**src/rtl/counter_wrap_monitor.sv**
```systemverilog
// Watches an upstream 4-bit up-counter, counts its wraps while armed and raises
// irq once the (saturating) wrap count reaches a programmable threshold.
//
// state  | meaning
// IDLE   | monitoring disabled, wrap_count held at 0
// ARMED  | counting wraps, comparing against thresh
// ALERT  | threshold reached, irq high until acknowledged
// HOLD   | acknowledged, waiting for irq_ack to fall before re-arming
module counter_wrap_monitor #(
   parameter int WRAP_W = 8
) (
   input  logic              clk,
   input  logic              reset,
   input  logic [3:0]        cnt_in,
   input  logic              ovf_in,
   input  logic              up_rst,
   input  logic              arm,
   input  logic [WRAP_W-1:0] thresh,
   input  logic              irq_ack,
   input  logic              sticky_clr,
   output logic              irq,
   output logic [WRAP_W-1:0] wrap_count,
   output logic              sticky_ovf,
   output logic [1:0]        state
);

   typedef enum logic [1:0] {
      S_IDLE  = 2'd0,
      S_ARMED = 2'd1,
      S_ALERT = 2'd2,
      S_HOLD  = 2'd3
   } state_t;

   state_t            r_state;
   state_t            w_state_nxt;
   logic [WRAP_W-1:0] r_wrap_count;
   logic [WRAP_W-1:0] w_count_nxt;
   logic [WRAP_W-1:0] w_count_inc;
   logic [3:0]        r_prev_cnt;
   logic              r_sticky;
   logic              w_wrap;

   // A counter reset looks like a backwards step, so it never counts as a wrap.
   assign w_wrap      = !up_rst && (cnt_in < r_prev_cnt);
   assign w_count_inc = (w_wrap && (r_wrap_count != {WRAP_W{1'b1}}))
                        ? r_wrap_count + WRAP_W'(1) : r_wrap_count;

   always_ff @(posedge clk) begin
      if (reset) begin
         r_state      <= S_IDLE;
         r_wrap_count <= '0;
         r_prev_cnt   <= '0;
         r_sticky     <= 1'b0;
      end else begin
         r_state      <= w_state_nxt;
         r_wrap_count <= w_count_nxt;
         r_prev_cnt   <= up_rst ? 4'd0 : cnt_in;
         if (ovf_in)
            r_sticky <= 1'b1;
         else if (sticky_clr)
            r_sticky <= 1'b0;
      end
   end

   always_comb begin
      w_state_nxt = r_state;
      w_count_nxt = w_count_inc;
      case (r_state)
         S_IDLE: begin
            w_count_nxt = '0;
            if (arm)
               w_state_nxt = S_ARMED;
         end
         S_ARMED: begin
            if ((thresh != '0) && (w_count_inc >= thresh))
               w_state_nxt = S_ALERT;
         end
         S_ALERT: begin
            if (irq_ack)
               w_state_nxt = S_HOLD;
         end
         S_HOLD: begin
            // Re-arm from a clean count; a wrap landing on this edge is dropped.
            if (!irq_ack) begin
               w_state_nxt = S_ARMED;
               w_count_nxt = '0;
            end
         end
         default: begin
            w_state_nxt = S_IDLE;
            w_count_nxt = '0;
         end
      endcase
      if (!arm) begin
         w_state_nxt = S_IDLE;
         w_count_nxt = '0;
      end
   end

   assign irq        = (r_state == S_ALERT);
   assign wrap_count = r_wrap_count;
   assign sticky_ovf = r_sticky;
   assign state      = r_state;

endmodule

```
**config.mk**
```make
export PLATFORM = sky130hd
export DESIGN_NAME = counter_wrap_monitor
export DESIGN_NICKNAME = d
export VERILOG_FILES = /design/src/rtl/counter_wrap_monitor.sv
export SDC_FILE = /design/constraint.sdc
export NUM_CORES = 1
export LEC_CHECK = 0
export BUFFER_PORTS_ARGS = -buffer_cell sky130_fd_sc_hd__buf_2
export CORE_AREA = 2 2 49 51
export CTS_CLUSTER_SIZE = 40
export DETAILED_ROUTE_END_ITERATION = 16
export DIE_AREA = 0 0 51 53
export HOLD_SLACK_MARGIN = 0.05
export PLACE_DENSITY = 0.76
export RECOVER_POWER = 100
export SYNTH_ARGS = -nofsm -noshare
export SYNTH_HDL_FRONTEND = slang
export SYNTH_SLANG_ARGS = --single-unit
```
**constraint.sdc**
```tcl
create_clock -name clk -period 7.2 [get_ports clk]
set_input_delay 0.36 -clock clk [delete_from_list [all_inputs] [get_ports clk]]
set_output_delay 0.36 -clock clk [all_outputs]
set_load 0.02 [all_outputs]
```
* Word-level counts from Yosys, hierarchy flattened
Cells that the tools add are included.
** Cells by class
- $add $sub $neg :: 1
- Magnitude comparators :: 2
- Equality and inequality tests :: 7
- Multiplexer cells :: 9
- Bitwise gates (word level) :: 1
- Reduce and logical (&&, ||, !) cells :: 10
** Operators with widths (number)
- $mux 8 :: 2
- $pmux 8 s2 :: 1
- $add 8x1->8 const B :: 1
- $ge 8x8->1 :: 1
- $ne 8x8->1 const B :: 1
- $pmux 2 s4 :: 1
- $reduce_bool 8->1 :: 1
- $mux 2 :: 3
- $ne 2x2->1 const B :: 3
- $eq 2x2->1 const B :: 2
- $lt 4x4->1 :: 1
- $reduce_or 2->1 :: 2
- $logic_and 1x1->1 :: 3
- $reduce_and 3->1 :: 1
- $eq 2x1->1 const B :: 1
- $logic_not 2->1 :: 1
- $mux 1 :: 2
- $reduce_bool 2->1 :: 1
- $logic_not 1->1 :: 1
- $not 1->1 :: 1
** Storage, ports and cells
- Register bits after elaboration :: 15
- Input port bits :: 19
- Output and inout port bits :: 12
- Word-level logic and storage cells :: 34

* Logic depth before layout (Yosys ltp)
- Word-level depth :: 8
- Gate-level depth with buffers :: 13

* Least setup slack after synthesis
Ideal clock, no wire load.
- Kind :: input port to flip-flop
- From :: input cnt_in[3]
- To :: register r_state[1] (netlist: state[1])
- Arrival time :: 2.781 ns
- Data required time :: 7.079 ns
- Path slack :: 4.299 ns
- Cell stages on the path :: 11
- Path buffers :: 0
- Path through :: ha_1 -> or2_2 -> a41oi_2 -> o21ai_2 -> xor2_1 -> ha_1 -> nand2b_1 -> a2111oi_0 -> o32ai_1 -> o21ai_0 -> mux2_2
** Between the ends
- Longest elaborated chain between the ends :: 8
** Ends and longest elaborated chain
- start, declared :: line 14 : input logic [3:0] cnt_in,
- $lt 4x4->1 :: line 44 : assign w_wrap = !up_rst && (cnt_in < r_prev_cnt);
- $logic_and 1x1->1 :: line 44
- $logic_and 1x1->1 :: line 45 : assign w_count_inc = (w_wrap && (r_wrap_count != {WRAP_W{1'b1}}))
- $mux 8 :: line 46 : ? r_wrap_count + WRAP_W'(1) : r_wrap_count;
- $ge 8x8->1 :: line 75 : if ((thresh != '0) && (w_count_inc >= thresh))
- $logic_and 1x1->1 :: line 75
- $ne 2x2->1 (no line)
- $reduce_and 3->1 (no line)
- end signal, assigned :: line 55 : r_state <= w_state_nxt;
- end, declared :: line 34 : state_t r_state;
No other way between the ends.
A chain may end at the register's enable or synchronous reset.

* Final worst setup path
- From :: register r_prev_cnt[3]
- To :: register r_state[1] (netlist: state[1])
** Between the ends
- Longest elaborated chain between the ends :: 8
** Ends and longest elaborated chain
- start, declared :: line 39 : logic [3:0] r_prev_cnt;
- start signal, assigned :: line 57 : r_prev_cnt <= up_rst ? 4'd0 : cnt_in;
- $lt 4x4->1 :: line 44
- $logic_and 1x1->1 :: line 44
- $logic_and 1x1->1 :: line 45
- $mux 8 :: line 46
- $ge 8x8->1 :: line 75
- $logic_and 1x1->1 :: line 75
- $ne 2x2->1 (no line)
- $reduce_and 3->1 (no line)
No other way between the ends.

==> flow_summary.yaml <==
run_status:
  status: "complete, no violations"
floorplanning:
  die_area_sq_mm: 0.00270
  io_pins: 31
  start_util_pct: 49.2
  row_count: 17
  die_y_um: 53
  die_w_um: 51
  fp.coreArea_sq_mm: 0.00215
clock_network:
  cts_tree: "yes"
  cts-htree-levels: 1
  numCtsBuffers: 3
  cts_resized: 0
  cts_hold_buf: 0
  cts.root.buffer_cell: "clkbuf_4"
  clock_path_buffers: 2
  clk_pin_slew_worst_paths_ns: 0.09
  cts_setup_buffers: 0
  insertion_delay_ns: 0.29
  numClockSinks: 15
sta:
  slew_viol_final: 0
  maxSlewHeadroom_pct: 17.0
  final.setup.tns_ns: 0
  finalHoldViolCount: 0
  setup_viol: 0
  worst_pin_slew_ns: 1.23
  clock_skew_ns: 0.00739
  max_freq_ghz: 0.275
  min_period_over_period_pct: 50.5
  period_needed_ns: 3.63
  rsz0062_at_grt: "false"
  hold-worst-slack_ns: 0.239
final_layout:
  area_growth_pct: 16.9
  nets: 190
  finish.utilization_pct: 57.5
  layout_common_cells: "buf_2, inv_1, ha_1, dfxtp_1, clkbuf_1"
  final_common_cell: "buf_2"
  diodes: 0
  drive_gt1_share_pct: 17.4
  fin_cells: 183
grt:
  grt_usage_pct: 19.1
  antenna_found_initial: 0
  grt_start_max_net_pins: 11
  overflow: 0
  grt_pass1_wl_um: 3720
  grt_pass1_vias: 942
power:
  fin_total_pwr_w: 0.000162
  powerDensity_mw_per_mm2: 131
  leakage_nw: 0.567
  irDropWorstVdd_uv: 121
synth:
  synth_warnings: 0
  synthCells: 121
  yosysSeqAreaShare_pct: 28.4
  synth_fp_nets: 155
  ys_types: 34
  synth_top_area_cell: "dfxtp_1"
  netlist_top_cells_area: "dfxtp_1, ha_1, inv_1, and2_1, nand2_1"
  synth_seq_cells: 15
  synth_top_area_share_pct: 28.4
  syn_area_per_cell_sq_um: 8.73
  netlist_area_sq_mm: 0.00106
setup_path:
  required_ns: 7.39
  crit_path_end_kind: "flip-flop"
  crit_family: "compound AO/OA/AOI/OAI gates"
  start_kind: "flip-flop"
  critPathKind: "reg -> reg"
  crit_buf_inv: 1
  crit_chain: "inv_1 > ha_1 > o21ai_0 > o21ai_0 > mux2_1 > ha_1 > a2111oi_0 > o32ai_1 > o21ai_0 > mux2_2"
  crit_arrival_ns: 3.82
  cp_max_fo: 10
  worst_path_most_repeated_cell: "o21ai_0"
  cpMaxStageDelayCell: "o21ai_0"
  cpPeakStageDelay_ns: 0.96
placed_design:
  io_buffers: 30
  place_congestion: 0.831
  dp.cells: 179
  post-dp-hpwl_um: 1800
routing:
  drt.antenna.violating_nets: 0
  avgRoutedWirePerCell_um: 11.5
  remaining_drc_errors: 0
  wirelength_um: 2100
  viasPerCell: 5.32
  dr.pass1.iters: 4
  num_vias: 973
  drtIter0Drc: 19
worst_hold_path:
  hp-class: "in -> reg"
run:
  cap_violations: 0
## metal layers
metal / vias to the layer above / wire (um) / global-route usage (%)
li1: 494 / - / -
met1: 444 / 870 / 18.7
met2: 26 / 1040 / 35.1
met3: 9 / 107 / 5.37
met4: 0 / 82 / 12.6
met5: - / 0 / 0
## cells in the mapped netlist
master	number
o21ba_2	1
a2111oi_0	2
dfxtp_1	15
xor2_1	4
and2_1	6
and4_1	1
xnor2_1	1
nand2b_1	5
mux2i_1	3
a21oi_1	4
nor4_1	3
nand3_1	2
or3_1	1
nor2_1	7
a211oi_2	1
o21a_1	1
or2_2	1
a211oi_1	3
nor3_1	1
nand4_1	1
o32ai_1	1
a21o_1	1
or4_4	1
o21ai_0	5
nand2_1	10
o31ai_1	1
ha_1	15
nor4_4	1
a41oi_2	1
inv_1	16
mux2_2	2
nor2b_1	1
o21ai_2	1
o21bai_1	2
## worst paths after layout
kind                                   end  cells after the start  slack (ns)     startpoint
worst max register to register    state[1]                     10        3.57  r_prev_cnt[3]
worst min-delay path            sticky_ovf                      2        0.24          reset
worst max-delay path              state[1]                     10        3.57  r_prev_cnt[3]
worst min register to register  sticky_ovf                      2        0.50     sticky_ovf
## power breakdown
| part | leakage [nW] | internal (W) | total, W | switching (W) |
|---|---|---|---|---|
| registers | 0.122 | 0.0000850 | 0.0000867 | 0.00000162 |
| logic | 0.427 | 0.0000122 | 0.0000275 | 0.0000154 |
| clock network | 0.0177 | 0.0000207 | 0.0000480 | 0.0000273 |
| total | 0.567 | 0.000118 | 0.000162 | 0.0000443 |
## layout make-up
cell class | instances | area (sq um)
fillers | 212 | 913
multi-input cells | 90 | 677
flip-flops and latches | 15 | 300
repair buffers | 30 | 135
inverters | 16 | 60.1
well taps | 28 | 35.0
clock buffers | 3 | 22.5
clock inverters | 1 | 5.00
## cells by family after synthesis
family | synth area share (%)
XOR/XNOR | 4.15
AO/OA/AOI/OAI | 16.9
multiplexers | 4.98
buffers and inverters | 5.69
adder cells (fa/ha/maj) | 17.8
flip-flops | 28.4
AND/OR/NAND/NOR | 22.0
## registers in the layout, indices dropped and copies added, names as in the netlist
| signal | count |
|---|---|
| wrap_count | 8 |
| r_prev_cnt | 4 |
| state | 2 |
| sticky_ovf | 1 |
## metrics by stage
step,area [sq um],worst slack [ns]
after floorplan,1060,4.30
after global placement,1240,4.04
after detailed placement,1240,3.93
after CTS,1270,4.07
after global routing,1230,3.13
final,1230,3.57
Note: power is estimated with default switching activity, not from simulation.
